--- config.mk ---
export PLATFORM = sky130hd
export DESIGN_NAME = reset_responder
export DESIGN_NICKNAME = d
export VERILOG_FILES = /design/src/rtl/reset_responder.sv
export SDC_FILE = /design/constraint.sdc
export NUM_CORES = 1
export LEC_CHECK = 0
export ABC_AREA = 1
export CAP_MARGIN = 10
export CORE_MARGIN = 2
export CORE_UTILIZATION = 51
export CTS_CLUSTER_DIAMETER = 150
export DETAILED_ROUTE_END_ITERATION = 8
export HOLD_SLACK_MARGIN = 0.1
export PLACE_DENSITY = 0.73
export SYNTH_ARGS = -nofsm -noshare
export SYNTH_HDL_FRONTEND = slang
export SYNTH_SLANG_ARGS = --single-unit
--- constraint.sdc ---
create_clock -name clk -period 1.24 [get_ports clk]
set_input_delay 0.186 -clock clk [delete_from_list [all_inputs] [get_ports clk]]
set_output_delay 0.186 -clock clk [all_outputs]
set_load 0.02 [all_outputs]
--- src/rtl/reset_responder.sv ---
// Software-reset responder: holds the requested domain resets, collects
// IO/Data completion acks (with timeout), then pulses a single response.
module reset_responder #(
  parameter int RESET_HOLD_CYCLES  = 4,
  parameter int ACK_TIMEOUT_CYCLES = 255
) (
  input  logic       clk,
  input  logic       clk_en,
  input  logic       sync_rst,
  input  logic       SoftwareResetIn,
  input  logic [3:0] ResetVectorIn,
  output logic       ResetResponseOut,
  output logic       SystemResetOut,
  output logic       InstResetOut,
  output logic       IOResetOut,
  output logic       DataResetOut,
  input  logic       IOResetDoneIn,
  input  logic       DataResetDoneIn,
  output logic       Busy,
  output logic       TimeoutFlag
);

  typedef enum logic [2:0] {
    S_IDLE,
    S_ASSERT,
    S_FULL,
    S_WAIT,
    S_RESP
  } state_t;

  localparam logic [7:0] HOLD_LD = 8'(RESET_HOLD_CYCLES - 1);
  localparam logic [7:0] TMO_LD  = 8'(ACK_TIMEOUT_CYCLES - 1);

  state_t     r_state;
  logic [3:0] r_vec;
  logic [7:0] r_hold;
  logic [7:0] r_tmo;
  logic       r_io_done;
  logic       r_data_done;
  logic       r_tflag;
  logic       r_resp;
  logic       r_sys;
  logic       r_inst;
  logic       r_io;
  logic       r_data;
  logic       r_busy;

  logic       w_io_ok;
  logic       w_data_ok;

  // An unrequested domain is treated as already done.
  assign w_io_ok   = r_io_done | IOResetDoneIn | ~r_vec[1];
  assign w_data_ok = r_data_done | DataResetDoneIn | ~r_vec[0];

  always_ff @(posedge clk) begin
    if (sync_rst) begin
      r_state     <= S_IDLE;
      r_vec       <= '0;
      r_hold      <= '0;
      r_tmo       <= '0;
      r_io_done   <= 1'b0;
      r_data_done <= 1'b0;
      r_tflag     <= 1'b0;
      r_resp      <= 1'b0;
      r_sys       <= 1'b0;
      r_inst      <= 1'b0;
      r_io        <= 1'b0;
      r_data      <= 1'b0;
      r_busy      <= 1'b0;
    end else if (clk_en) begin
      unique case (r_state)
        S_IDLE: begin
          if (SoftwareResetIn) begin
            r_vec       <= ResetVectorIn;
            r_hold      <= HOLD_LD;
            r_io_done   <= 1'b0;
            r_data_done <= 1'b0;
            if (ResetVectorIn[3]) begin
              r_state <= S_FULL;
              r_sys   <= 1'b1;
              r_inst  <= 1'b1;
              r_io    <= 1'b1;
              r_data  <= 1'b1;
              r_busy  <= 1'b1;
            end else if (|ResetVectorIn[2:0]) begin
              r_state <= S_ASSERT;
              r_inst  <= ResetVectorIn[2];
              r_io    <= ResetVectorIn[1];
              r_data  <= ResetVectorIn[0];
              r_busy  <= 1'b1;
            end
          end
        end
        S_ASSERT: begin
          if (r_hold == 8'd0) begin
            r_inst <= 1'b0;
            r_io   <= 1'b0;
            r_data <= 1'b0;
            r_tmo  <= TMO_LD;
            if (r_vec[1] | r_vec[0]) begin
              r_state <= S_WAIT;
            end else begin
              r_state <= S_RESP;
              r_resp  <= 1'b1;
            end
          end else begin
            r_hold <= r_hold - 8'd1;
          end
        end
        S_FULL: begin
          if (r_hold == 8'd0) begin
            r_state <= S_IDLE;
            r_vec   <= '0;
            r_sys   <= 1'b0;
            r_inst  <= 1'b0;
            r_io    <= 1'b0;
            r_data  <= 1'b0;
            r_busy  <= 1'b0;
          end else begin
            r_hold <= r_hold - 8'd1;
          end
        end
        S_WAIT: begin
          r_io_done   <= r_io_done | IOResetDoneIn;
          r_data_done <= r_data_done | DataResetDoneIn;
          if (w_io_ok && w_data_ok) begin
            r_state <= S_RESP;
            r_resp  <= 1'b1;
          end else if (r_tmo == 8'd0) begin
            r_state <= S_RESP;
            r_resp  <= 1'b1;
            r_tflag <= 1'b1;
          end else begin
            r_tmo <= r_tmo - 8'd1;
          end
        end
        S_RESP: begin
          r_state     <= S_IDLE;
          r_resp      <= 1'b0;
          r_busy      <= 1'b0;
          r_vec       <= '0;
          r_io_done   <= 1'b0;
          r_data_done <= 1'b0;
        end
        default: begin
          r_state <= S_IDLE;
          r_resp  <= 1'b0;
          r_sys   <= 1'b0;
          r_inst  <= 1'b0;
          r_io    <= 1'b0;
          r_data  <= 1'b0;
          r_busy  <= 1'b0;
        end
      endcase
    end
  end

  assign ResetResponseOut = r_resp;
  assign SystemResetOut   = r_sys;
  assign InstResetOut     = r_inst;
  assign IOResetOut       = r_io;
  assign DataResetOut     = r_data;
  assign Busy             = r_busy;
  assign TimeoutFlag      = r_tflag;

endmodule

==> results by stage <==
Outcome:
- The flow ran to the end, but the final reports show violations.
- The checks that failed: setup timing.

Synth:
- Multiplexer cells account for 0% of the synthesized area.
- Yosys attributes the largest share of cell area to dfxtp_1 (32%), nand2_1 (15%), nor2_1 (11%).
- The count of state elements after synthesis is 30.
- After Yosys synthesis, XOR and XNOR cells account for 3.30% of the synthesized area.
- Of the total synthesized cell area, the portion taken by full adders, half adders and majority gates is between 2 and 3%.
- The total number of yosys warnings is 0.
- By area, the combinational part of the netlist is dominated by simple AND/OR/NAND/NOR gates.
- The distinct cell type count of the synthesized netlist is 23.
- The simple-gate share of the synthesized area is 42.2%.
- In this run the cell area of the synthesized design comes to about 1900 um^2.
- The register area share after synthesis is between 30% and 40%.
- The post-synthesis average cell area is 6.23 um^2.
- The cell type with the highest aggregate area in the netlist is dfxtp_1.
- The synthesized design devotes to its leading area cell type about a third of total area.
- The synthesized netlist devotes a little under an eighth of its cell area to compound gates.
- The gate count after technology mapping is 298.
- The number of nets in the synthesized netlist is 312.

Routing:
- After detailed routing, the number of vias per cell comes to between 5 and 6.
- The DRC violation count after routing is 0.
- Once detail routing completed, the nets flagged for antenna violations numbered 0.
- For this run, the detailed router's first-pass iteration total came to 4.
- The iteration-0 DRC count of the detailed router is between 100 and 150.
- The per-cell routed wire length is between 10 and 15 um.
- The total wire length is roughly 5400 um.
- The final route contains 2161 vias.

Place:
- The HPWL reported at the end of detailed placement is between 3000 and 4000 um.
- Routability-driven placement finished with a final weighted congestion of approximately 0.88.
- The number of port buffers is 16.
- Including well taps, the total number of placed cells is around 400.

Worst setup path:
- The slack of the worst reg-to-reg path is -190 ps.
- Data arrives at the worst endpoint at approximately 1700 ps.
- The worst setup path is launched from a flip-flop.
- The capturing element of the worst setup path is r_vec[0].
- The origin of the worst setup path is r_state[0].
- On the worst path, the slowest cell contributes a delay of 400 ps.
- Measured in cells, the most critical reg-to-reg path has a length of 8.
- The required time of the critical path is 1460 ps.
- In this run the worst path has a maximum fanout of 7.
- The critical path is of the flip-flop to flip-flop type.
- The critical-path cell with the highest stage delay is dfxtp_4.
- The critical path goes through nor2_4, nand3_2, nand2_4, inv_8, nand3b_1, inv_1, nand2_1, a21oi_1.
- In this run the critical register-to-register path is launched from r_state[0].
- STA classifies the critical path endpoint as a flip-flop.
- In this run the critical register-to-register path is captured at r_vec[0].

STA:
- The number of pins with negative max-slew slack in the final report was 0.
- The ratio of final minimum period to clock period is 115%.
- Between clock sinks in the finished design, the worst skew comes to 15.3 ps.
- For the pin with the worst max-slew slack, the measured transition is roughly 360 ps.
- The worst hold-check slack is 465 ps.
- Setup repair after global routing could not meet its margin everywhere.
- In the final timing run, aggregate negative setup slack is -4130 ps.
- The count of final hold-check violations is 0.
- Measured against its own limit, the worst slew margin works out to 75.8%.
- In the post-route analysis, the smallest setup slack over all paths is -191 ps.
- The routed design could run at a clock period as short as 1430 ps.
- The total of endpoints with negative setup slack in the final report is 30.
- Timing would allow up to 0.699 GHz.

CTS:
- TritonCTS built the clock tree.
- The worst-case clock buffer depth is 2.
- The total clock sinks is 30.
- The cell sitting at the root of the clock tree is a clkbuf_4.
- The clock transition time at the flip-flop clock pins of the worst setup and hold paths is 110 ps.
- The later pin in the worst-skew pair is clocked with a latency of 350 ps.
- TritonCTS created 5 clock buffers.
- In this run the number of H-tree levels came out at 2.

Global routing:
- The initial antenna violation count is 0.
- Global routing used 27.8% of the available tracks.
- The global-route wire length before repair is 9020 um.
- Entering global routing, the biggest net connects 20 pins.
- Summed over all layers, the global routing overflow is 0.
- The via count of the first global-routing pass is 2114.

Run:
- The count of maximum capacitance violations is 0.

Power:
- IR analysis of the VDD net gives a maximum drop of 0.00125 V.
- In this run the power density over the cells is about 1900 nW/um^2.
- The cell leakage power is between 1 and 1.5 nW.

Floorplanning:
- From left edge to right edge, the die measures 64.3 um.
- Row generation in the floorplan step produced 21 rows.
- The die covers 4140 um^2.
- The number of top-level pins is 17.
- The initial core utilization is 54.3%.
- After floorplanning, the core was sized to cover 3420 um^2.
- The die outline height is 64.3 um.

Cells and area:
- The fraction of final layout cells sized beyond drive strength 1 is 39.8%.
- The synthesis-to-layout area growth is 53.1%.
- The total inserted antenna cells is 0.
- In the final design database the tool counted 383 nets.
- The share of the core filled with cells is 83.2%.
- The number of non-filler instances in the completed layout is 415.

Min path:
- The type of the tightest min-delay check is flip-flop to flip-flop.
## final cells by class
type | count | area, um^2
Clock buffer | 7 | 55.1
Fill cell | 231 | 576
Inverter | 35 | 144
Multi-Input combinational cell | 230 | 1410
Sequential cell | 30 | 621
Tap cell | 46 | 57.6
Timing Repair Buffer | 67 | 553
## stage by stage
| step | setup slack, ps | instance area [um^2] | power [mW] |
|---|---|---|---|
| 2_1_floorplan | -7.97 | 1940 | 3.05 |
| 3_3_place_gp | -320 | 2470 | 3.90 |
| 3_5_place_dp | -327 | 2470 | 3.96 |
| 4_1_cts | -128 | 2750 | 4.96 |
| 5_1_grt | -260 | 2840 | 5.65 |
| 6_report | -191 | 2840 | 5.27 |
## sequential cells by signal, indices dropped and copies added (netlist names)
| register | count |
|---|---|
| Busy | 1 |
| DataResetOut | 1 |
| IOResetOut | 1 |
| InstResetOut | 1 |
| ResetResponseOut | 1 |
| SystemResetOut | 1 |
| TimeoutFlag | 1 |
| r_data_done | 1 |
| r_hold | 8 |
| r_io_done | 1 |
| r_state | 3 |
| r_tmo | 8 |
| r_vec | 2 |
## layer usage
metal  up-vias  GRT usage (%)  routed length, um  part of all wire (%)
li1       1084              -                  -                     -
met1      1029           33.9               2430                    45
met2        41           49.7               2700                    50
met3         7           4.40                202                   3.7
met4         0           9.04                 58                   1.1
met5         -              0                  0                     0
## layout by cell type (no fill, tap or decap), types with 3 or more instances in the layout
cell type / synthesis / routed
nand2_1: 76 / 61
buf_4: 0 / 46
nor2_1: 56 / 43
inv_1: 31 / 25
dfxtp_1: 30 / 20
a21oi_1: 22 / 16
nor2_4: 3 / 15
nand2_2: 8 / 15
nand3_1: 17 / 11
nand2_4: 1 / 9
clkdlybuf4s50_1: 0 / 9
inv_2: 4 / 8
nor2_2: 7 / 8
o21ai_0: 12 / 7
dlygate4sd2_1: 0 / 7
dfxtp_2: 0 / 7
nand3_2: 0 / 6
a21oi_2: 0 / 6
nand4_1: 6 / 6
o21ai_1: 5 / 5
xor2_1: 5 / 5
clkbuf_4: 0 / 5
buf_6: 0 / 5
o21ai_2: 0 / 4
ha_4: 0 / 3
dfxtp_4: 0 / 3
## how the worst min path moves through the flow
stage	from	to	slack [ps]	depth (start not counted)
3_3_place_gp	IOResetOut	IOResetOut	450	2
5_1_grt	InstResetOut	InstResetOut	490	2
6_report	IOResetOut	IOResetOut	470	2
4_1_cts	InstResetOut	InstResetOut	470	2
3_5_place_dp	InstResetOut	InstResetOut	460	2
2_1_floorplan	sync_rst	r_tmo[1]	340	3
## where the power goes
group	total, mW	internal (mW)	switching [mW]	leakage (nW)
Combinational	3.32	1.44	1.88	1.06
Sequential	1.33	1.17	0.166	0.250
Clock	0.617	0.267	0.350	0.0314
Total	5.27	2.87	2.40	1.34
## worst max-delay path, delay by kind of cell (launching register included)
family,cells,cell delay (ps)
compound gates,1,50
buf+inv,2,140
flops,1,400
simple gates,5,710
## synth_stat cells, drive strengths merged
cell type	number
nor2	66
o21ai	17
clkbuf	3
ha	4
dfxtp	30
or2	1
xor2	5
nand2	85
nand3	17
a211oi	2
o21bai	1
a21oi	22
nand4	7
inv	35
xnor2	2
nand3b	1
## logic make-up after synthesis
kind of cell | Yosys count
and+or+nand+nor | 177
AOI/OAI and AO/OA | 42
buffers and inverters | 38
DFF | 30
xor gates and xnor gates | 7
adders and majority gates | 4
## what timing repair did
action / in CTS / in global routing
hold buffers: 0 / 0
setup endpoints to repair: 35 / 30
endpoints found under the hold margin: 0 / 0
pin swaps: 40 / 10
gates resized for setup: 61 / 25
buffers inserted: 4 / 3
Note: power is estimated with default switching activity, not from simulation.
